`config.mk`:
```
export PLATFORM = sky130hd
export DESIGN_NAME = stack_pop_push_ctrl
export DESIGN_NICKNAME = d
export VERILOG_FILES = /design/src/rtl/stack_pop_push_ctrl.sv
export SDC_FILE = /design/constraint.sdc
export NUM_CORES = 1
export LEC_CHECK = 0
export CAP_MARGIN = 10
export CELL_PAD_IN_SITES_DETAIL_PLACEMENT = 0
export CELL_PAD_IN_SITES_GLOBAL_PLACEMENT = 1
export CORE_ASPECT_RATIO = 0.9
export CORE_UTILIZATION = 36
export CTS_CLUSTER_DIAMETER = 150
export CTS_CLUSTER_SIZE = 12
export DETAILED_ROUTE_END_ITERATION = 8
export MAX_ROUTING_LAYER = met4
export PLACE_DENSITY_LB_ADDON = 0.1
export SYNTH_ARGS = -nofsm -noshare
export SYNTH_HDL_FRONTEND = slang
export SYNTH_SLANG_ARGS = --single-unit
```
`constraint.sdc`:
```
create_clock -name clk -period 4.4 [get_ports clk]
set_clock_uncertainty 0.15 [all_clocks]
set_input_delay 0.88 -clock clk [delete_from_list [all_inputs] [get_ports clk]]
set_output_delay 0.88 -clock clk [all_outputs]
set_load 0.02 [all_outputs]
```
`src/rtl/stack_pop_push_ctrl.sv`:
```
// Stack push/pop sequencer for CALL, INT, RET and RTI.
// Owns SP and drives the data-memory port during stack traffic.
module stack_pop_push_ctrl #(
    parameter int                DATA_W   = 16,
    parameter logic [DATA_W-1:0] SP_RESET = 'h0FFF
) (
    input  logic              clk,
    input  logic              reset,
    input  logic              call_in,
    input  logic              int_in,
    input  logic              ret_in,
    input  logic              rti_in,
    input  logic [DATA_W-1:0] pc_h_in,
    input  logic [DATA_W-1:0] pc_l_in,
    input  logic [2:0]        flags_in,
    output logic [DATA_W-1:0] mem_addr,
    output logic [DATA_W-1:0] mem_wdata,
    output logic              mem_read,
    output logic              mem_write,
    output logic [1:0]        pop_segment_rti,
    output logic [1:0]        pop_segment_ret,
    output logic              stall,
    output logic              done,
    output logic [DATA_W-1:0] sp_out
);

    typedef enum logic [2:0] {
        IDLE,
        PUSH_PCH,
        PUSH_PCL,
        PUSH_FLG,
        POP_FLG,
        POP_PCL,
        POP_PCH
    } state_t;

    state_t            state;
    state_t            state_n;
    logic [DATA_W-1:0] sp;
    logic [DATA_W-1:0] sp_n;
    logic [DATA_W-1:0] sp_p1;
    logic [DATA_W-1:0] sp_m1;
    logic [DATA_W-1:0] pch_q;
    logic [DATA_W-1:0] pcl_q;
    logic [2:0]        flg_q;
    logic              is_int_q;
    logic              is_rti_q;
    logic              take;

    assign sp_p1  = sp + DATA_W'(1);
    assign sp_m1  = sp - DATA_W'(1);
    assign sp_out = sp;
    assign stall  = (state != IDLE);

    // State, SP and operand latches; operands captured when a request wins
    always_ff @(posedge clk) begin
        if (!reset) begin
            state    <= IDLE;
            sp       <= SP_RESET;
            pch_q    <= '0;
            pcl_q    <= '0;
            flg_q    <= '0;
            is_int_q <= 1'b0;
            is_rti_q <= 1'b0;
        end else begin
            state <= state_n;
            sp    <= sp_n;
            if (take) begin
                pch_q    <= pc_h_in;
                pcl_q    <= pc_l_in;
                flg_q    <= flags_in;
                is_int_q <= int_in;
                is_rti_q <= rti_in & ~int_in;
            end
        end
    end

    // Next-state, SP update and memory-port decode
    always_comb begin
        state_n         = state;
        sp_n            = sp;
        take            = 1'b0;
        mem_addr        = '0;
        mem_wdata       = '0;
        mem_read        = 1'b0;
        mem_write       = 1'b0;
        pop_segment_rti = 2'b00;
        pop_segment_ret = 2'b00;
        done            = 1'b0;
        unique case (state)
            IDLE: begin
                take = int_in | rti_in | ret_in | call_in;
                if (int_in) begin
                    state_n = PUSH_PCH;
                end else if (rti_in) begin
                    state_n = POP_FLG;
                end else if (ret_in) begin
                    state_n = POP_PCL;
                end else if (call_in) begin
                    state_n = PUSH_PCH;
                end
            end
            PUSH_PCH: begin
                mem_write = 1'b1;
                mem_addr  = sp;
                mem_wdata = pch_q;
                sp_n      = sp_m1;
                state_n   = PUSH_PCL;
            end
            PUSH_PCL: begin
                mem_write = 1'b1;
                mem_addr  = sp;
                mem_wdata = pcl_q;
                sp_n      = sp_m1;
                done      = ~is_int_q;
                state_n   = is_int_q ? PUSH_FLG : IDLE;
            end
            PUSH_FLG: begin
                mem_write = 1'b1;
                mem_addr  = sp;
                mem_wdata = DATA_W'(flg_q);
                sp_n      = sp_m1;
                done      = 1'b1;
                state_n   = IDLE;
            end
            POP_FLG: begin
                mem_read        = 1'b1;
                mem_addr        = sp_p1;
                sp_n            = sp_p1;
                pop_segment_rti = 2'b01;
                state_n         = POP_PCL;
            end
            POP_PCL: begin
                mem_read = 1'b1;
                mem_addr = sp_p1;
                sp_n     = sp_p1;
                if (is_rti_q) begin
                    pop_segment_rti = 2'b10;
                end else begin
                    pop_segment_ret = 2'b10;
                end
                state_n = POP_PCH;
            end
            POP_PCH: begin
                mem_read = 1'b1;
                mem_addr = sp_p1;
                sp_n     = sp_p1;
                done     = 1'b1;
                if (is_rti_q) begin
                    pop_segment_rti = 2'b11;
                end else begin
                    pop_segment_ret = 2'b11;
                end
                state_n = IDLE;
            end
            default: state_n = IDLE;
        endcase
    end

endmodule

```
==> results of run 1 <==
## worst min-delay path by stage
stage,slack [ps],cells past startpoint,end
after floorplan,290,2,flg_q[0]
after global placement,300,2,flg_q[1]
after detailed placement,310,2,pch_q[12]
after CTS,320,2,pch_q[12]
after global routing,340,2,pch_q[1]
final,320,2,pch_q[7]
## cell families (layout without fill, tap and decap cells)
group / Yosys count / after routing / share of synthesized area (%)
and+or+nand+nor: 194 / 194 / 27.0
muxes: 4 / 4 / 1.41
xor gates and xnor gates: 8 / 8 / 2.20
buffers and inverters: 46 / 124 / 6.94
adders and majority gates: 2 / 2 / 0.784
AOI/OAI and AO/OA: 125 / 125 / 26.5
DFF: 56 / 56 / 35.1
## cells in the final DEF, fill, tap and decap left out, types with 7 or more instances in the layout
cell,synthesis,layout
dfxtp_1,56,56
inv_1,8,8
o21ai_0,35,35
a22oi_1,19,19
a21boi_0,35,35
nand3_1,8,8
nor3_1,8,8
clkdlybuf4s50_1,0,96
buf_4,0,11
nand2_1,103,103
a21oi_1,8,7
nor2_1,39,39
a31oi_1,7,7
## registers in the layout, summed over array words and instances, names as in the netlist
name	count
flg_q	3
is_int_q	1
is_rti_q	1
pch_q	16
pcl_q	16
sp_out	16
state	3
## through the flow
| stage | hold WS [ps] | cell area, sq um | power, W | instances | setup slack [ps] |
|---|---|---|---|---|---|
| 3_5_place_dp | 309 | 4200 | 0.00142 | 624 | 947 |
| 3_3_place_gp | 302 | 4200 | 0.00141 | 624 | 972 |
| 2_1_floorplan | 290 | 3190 | 0.00111 | 435 | 1190 |
| 6_report | 319 | 4290 | 0.00170 | 632 | 564 |
| 4_1_cts | 324 | 4290 | 0.00171 | 632 | 579 |
| 5_1_grt | 341 | 4290 | 0.00182 | 632 | 361 |
## worst max-delay path: stages (launching register included)
cell and delay [ps]:
dfxtp_1 550, nand3_1 270, nor4_1 500, buf_4 220, nand4_1 130, o21ai_0 190, clkdlybuf4s50_1 630
## final cells by class
cell class | instances | area [sq um]
Clock inverter | 2 | 16.3
Clock buffer | 6 | 72.6
Fill cell | 895 | 4280
Timing Repair Buffer | 107 | 1040
Tap cell | 119 | 149
Inverter | 9 | 33.8
Multi-Input combinational cell | 333 | 1850
Sequential cell | 56 | 1120
## layer usage
| layer | track usage [%] | up-vias | share of wire (%) |
|---|---|---|---|
| li1 | - | 1662 | - |
| met1 | 29.1 | 1509 | 50 |
| met2 | 30.7 | 96 | 44 |
| met3 | 3.54 | 7 | 5.7 |
| met4 | 4.71 | 0 | 0.95 |
| met5 | - | - | 0 |
## power breakdown
group,internal [W],switching [W]
Combinational,0.000327,0.000421
Sequential,0.000572,0.0000861
Clock,0.000114,0.000176
==> impl.org, run 1 <==
** Worst setup path
- The number of cells on the worst reg-to-reg path is 7.
- The worst setup path is of the reg2out kind.
- Endpoint arrival time on the critical path :: 2810 ps
- Worst EP required :: 3370 ps
- Largest fanout of any net on the critical path :: 11
- Reg2reg end :: sp_out[15]
- R2R setup slack :: 1550 ps
- Kind of end point of the critical path :: primary output
- The worst setup path is launched from a register.
- Source of the worst register-to-register timing path :: state[1]
- Source of the critical timing path :: sp_out[3]
- CP Capture Point :: mem_addr[15]

** Pwr
- For this design the static power due to leakage is 1.66 nW.
- Across the VDD grid, the largest voltage drop is 176 uV.
- Power per standard cell area :: 396 mW/mm^2

** Die
- Horizontal die dimension :: 101 um
- IO Pins :: 97
- For this configuration, the core starts out at a cell density of 37.2%.
- The floorplan has 32 rows.
- The die is 91.3 um tall.
- Full die area :: 0.00924 sq mm
- After floorplanning, the core was sized to cover 0.00857 sq mm.

** Job
- The tool flagged a number of max-cap violations equal to 0.

** Yosys
- Mapped cell area :: 0.00319 sq mm
- Synth area leader :: dfxtp_1
- Counting flops with a built-in enable in the synthesized netlist gives 0.
- The cell count after synthesis came out at 435.
- Cell types with the largest area share after synthesis :: dfxtp_1, nand2_1, a21boi_0, o21ai_0, nor2_1
- After synthesis, the netlist uses 52 different library cells.
- Sequential element share of the synthesized area :: 35.1%
- During synthesis, Yosys emitted a total of 0 warnings.
- Number of flip-flops and latches in the synthesized netlist :: 56
- The average instance in the mapped netlist occupies 7.33 sq um.
- Share of Yosys cell area claimed by the top area cell type :: 35.1%
- Async set-reset flop share out of synthesis :: 0%
- Among all cell types in the netlist, the one instantiated most often is nand2_1.
- The most used flip-flop cell after synthesis is dfxtp_1.
- Cell types with the highest counts after synthesis :: nand2_1, dfxtp_1, nor2_1
- Net count after synthesis :: 478

** Detailed routing
- Number of remaining DRC errors :: 0
- After detailed routing, the average wire length per cell comes to 14.3 um.
- Via density per instance :: 5.18
- Total wire length after detailed routing :: 9020 um
- The first detailed-routing pass ran for 5 iterations.
- Vias :: 3274
- Detailed Route Iter0 Violations :: 155
- Final antenna-violating net count :: 0

** Global route
- Maximum number of pins on one net before global-route repair :: 36
- Global routing used 20.7% of the available tracks across all layers.
- Overflow after GRT :: 0
- Initial antenna violation count :: 0
- Global-route wire length before repair :: 15000 um
- The via count of the first global-routing pass is 3109.

** Clock network
- Max Root-Sink Buffers :: 2
- TritonCTS clock tree :: built
- The H-tree generated during clock tree synthesis spans 2 levels.
- Post-cts repair resize count :: 0
- Skew-Pair Late Insertion Delay :: 310 ps
- TritonCTS Buffers :: 5
- Clock slew at reported path FFs :: 110 ps
- Number of buffers inserted for hold repair after clock tree synthesis :: 0
- The cell sitting at the root of the clock tree is a clkbuf_8.
- Post-CTS timing repair inserted 0 buffers for setup.
- The clock drives 56 sinks.

** STA
- Setup repair after global routing left no endpoint under its margin.
- At the pin with the least slew margin, the transition time is 800 ps.
- The worst path uses 87.2% of the clock period.
- The clock period could shrink to 3840 ps.
- Total negative slack :: 0 ps
- Final Hold Vio Count :: 0
- For this run, the top clock speed supported by timing is 261 MHz.
- Headroom to the max-slew limit came out at 46.5%.
- Number of endpoints failing setup at the final stage :: 0
- The final-report max-slew violation count was 0.

** Final layout
- Fraction of final layout cells with drive strength greater than 1 :: 5.85%
- Fin nets :: 555
- At the end of the flow the core is filled with cells to 50.0%.
- Area growth from synthesis to layout :: 34.4%
- The repair_antennas step left the layout with diodes totalling 0.

** Placed design
- Hpwl dp :: 6250 um
- Routability Congestion :: 0.869
- Port buffering added 96 buffers.

** Min path
- Type of the worst min-delay path :: reg2reg
- Hold path start :: pch_q[7]

** Status
- The flow ran to the end, and the final reports show no timing, DRC or antenna violations.
No activity file was read; power rests on OpenSTA's default activity.
==> inputs of run 2 (changes only) <==
- SKIP_CTS_REPAIR_TIMING: unset -> 1
==> results of run 2 <==
Final layout, timing and power as in run 1 (identical DEF).
==> inputs of run 3 (changes only) <==
- CORE_MARGIN: unset -> 8
==> run 3 against run 2 <==
  * Highest routed layer unchanged
  * Via count is 0.61% lower
  * Cell count is 0.16% lower
  * Largest cell class unchanged
  * Die area up 31%
  * Clock power increased by 3%
  * Sequential cell count stayed put
  * Sequential share of layout area is essentially flat
  * Combinational power is essentially flat
  * Worst hold slack about the same
  * Non-clock buffer count fell by 1
  * Wire length up 9.8%
==> impl.org, run 3 (synthesis results as in run 1) <==
** Placed design
- The half-perimeter wire length after placement was 6900 um (+10%).
- The number of I/O port buffers is 96 (unchanged).
- Routability Congestion :: 0.812 (-6.5%)

** Final layout
- Number of fill cells :: 902 (+0.78%)
- In the layout the commonest cells are nand2_1, clkdlybuf4s50_1, dfxtp_1, nor2_1.
- The number of antenna cells inserted came to 0 (unchanged).
- Fraction of final layout cells with drive strength greater than 1 :: 5.86% (+0.011 points)
- The footprint of the flip-flops and latches came to 0.00112 sq mm (unchanged).
- Multi-input gate area in the final layout :: 0.00185 sq mm (unchanged)
- Leaving out fill and tap cells, the most frequent cell in the layout is nand2_1.
- The number of nets in the layout is 554 (-0.18%).
- The area growth from synthesis to layout is 34.2%.

** STA
- The maximum achievable frequency is 242 MHz (-7.3%).
- The final setup violation count came to 0 (unchanged).
- Crit share post-route :: 94.1% (+6.9 points)
- Setup repair after global routing left no endpoint under its margin.
- The worst max-slew margin expressed relative to the limit was 45.6% (-0.92 points).
- The final hold violation count was 0 (unchanged).
- The final setup TNS was 0 ps (unchanged).
- The shortest clock period the worst path allows after layout is 4140 ps (+303 ps).
- The slew at the pin closest to its max-slew limit was 814 ps (+13.8 ps).
- Number of pins with negative max-slew slack in the final report :: 0 (unchanged)

** Worst setup path
- Kind of end point of the critical path :: primary output
- Walking the worst path, the cells encountered are a21bo_2 > clkinv_1 > o21ai_0 > a31oi_1 > clkdlybuf4s50_1.
- Grouping stages by cell kind, the critical path spends the most delay in buffers and inverters.
- CP startpoint kind :: register
- The data required time at the worst endpoint is 3370 ps (about the same).
- The maximum net fanout on the critical path is 25 (+14).
- The delay of the slowest cell on the worst path came to 640 ps (about the same).
- Critical path type :: reg2out
- CP bufs+invs :: 2 (unchanged)
- The instance count on the critical path came to 5 (-1).
- The slowest stage of the critical path belongs to the cell clkinv_1.
- The depth of the worst register-to-register path was 7 (unchanged).
- The worst register-to-register path ends at sp_out[15].
- The flop-to-flop setup slack is 1510 ps (-40 ps).
- Source of the worst register-to-register timing path :: state[0]
- The arrival time at the worst endpoint came to 3110 ps (+300 ps).

** Clock network
- H-Tree Depth :: 2 (unchanged)
- The clock sink total came to 56 (unchanged).
- TritonCTS built the clock tree.
- The clock slew seen by the registers of the worst setup and hold paths was 110 ps (about the same).
- Max Root-Sink Buffers :: 2 (unchanged)
- Skew-Pair Late Insertion Delay :: 320 ps (about the same)
- Root Buffer Master :: clkbuf_8
- The clock buffer count from CTS came to 5 (unchanged).

** Die
- Horizontal die dimension :: 115 um (+14%)
- # rows :: 32 (unchanged)
- The placeable core area came to 0.00861 sq mm (+0.47%).
- The die footprint came to 0.0121 sq mm (+31%).
- The I/O pin total was 97 (unchanged).
- The starting density of the core is 37.1% (-0.17 points).
- The die boundary height was 105 um (+15%).

** Global route
- The via count of the first global-routing pass is 3119 (+0.32%).
- The number of antenna violations at the first check in global routing was 0 (unchanged).
- Global-route wire length before repair :: 16100 um (+7.2%)
- Overflow after GRT :: 0 (unchanged)
- The maximum number of pins on one net before global-route repair is 37 (+2.8%).
- The global-route usage over all layers was 16.5% (-4.2 points).

** Pwr
- The power per standard cell area came to 396 mW/mm^2 (+0.21%).
- Final total power :: 0.00170 W (about the same)
- The maximum vdd drop was 135 uV (-23%).
- Leakage Power :: 1.65 nW (-0.11%)

** Min path
- Type of the worst min-delay path :: reg2reg
- Hold path start :: flg_q[1]
- For hold timing, the worst endpoint is flg_q[1].
- Number of stages on the worst hold path :: 2 (unchanged)

** Job
- The max-capacitance violation count is 0 (unchanged).

** Detailed routing
- Routed length on met3 :: 724 um (+42%)
- Met2 routed wirelength :: 4260 um (+8.2%)
- The highest layer touched by signal routing is met4.
- Detailed Route Iter0 Violations :: 173 (+12%)
- Wl on met1 :: 4760 um (+6.1%)
- The via count is 3254 (-0.61%).
- The average wire length per cell after detail routing was 15.7 um (+9.9%).
- The number of nets with antenna violations after detailed routing came to 0 (unchanged).
- Via density per instance :: 5.16 (-0.45%)
- The routed wire length was 9900 um (+9.8%).
- Number of remaining DRC errors :: 0 (unchanged)
- The number of iterations in the first detailed-routing pass was 4 (-1).

** Status
- The run finished with clean final reports.
## run 3: changes by cell type in the layout (fill, tap and decap cells not counted), sizes merged
cell	delta
inv	+1
clkbuf	-1
buf	-1
## run 3: worst max-delay path by stage
| stage | end | start | slack, ps |
|---|---|---|---|
| 3_3_place_gp | mem_addr[13] | state[0] | 680 |
| 3_5_place_dp | mem_addr[13] | state[0] | 630 |
| 6_report | mem_addr[13] | state[0] | 260 |
| 2_1_floorplan | mem_addr[15] | sp_out[3] | 1190 |
| 5_1_grt | mem_addr[12] | state[0] | 40 |
| 4_1_cts | mem_addr[13] | state[0] | 250 |
## run 3: where the power goes
group | switching, W | internal (W) | leakage (nW) | total [W]
Clock | 0.000185 | 0.000114 | 0.0445 | 0.000298
Sequential | 0.0000829 | 0.000572 | 0.461 | 0.000655
Combinational | 0.000425 | 0.000319 | 1.15 | 0.000744
Total | 0.000693 | 0.00100 | 1.65 | 0.00170
## run 3: through the flow
| step | hold slack (ps) | setup slack [ps] | util [%] | area [sq um] | std cells |
|---|---|---|---|---|---|
| 2_1_floorplan | 290 | 1190 | - | 3190 | 435 |
| 3_3_place_gp | 300 | 678 | 48.7 | 4190 | 623 |
| 3_5_place_dp | 306 | 634 | 48.7 | 4190 | 623 |
| 4_1_cts | 323 | 251 | 49.7 | 4280 | 631 |
| 5_1_grt | 340 | 36.9 | 49.7 | 4280 | 631 |
| 6_report | 319 | 261 | 49.7 | 4280 | 631 |
## run 3: cell type report
type,count,area share (%)
clock buffers,5,1.61
clock inverters,3,0.497
inverters,9,0.789
multi-input cells,333,43.2
flip-flops and latches,56,26.2
well taps,119,3.48
repair buffers,106,24.2
## run 3: worst register-to-register path: stages (launching register included)
cell,delay [ps]
dfxtp_1,620
o21bai_1,140
buf_4,210
inv_1,380
nand3_1,410
or4_4,530
and3_1,200
o21a_1,160
## run 3: routing by layer
metal	up-vias	global-route usage, %
li1	1662	-
met1	1481	22.2
met2	97	24.2
met3	14	3.54
met4	0	4.69
met5	-	-
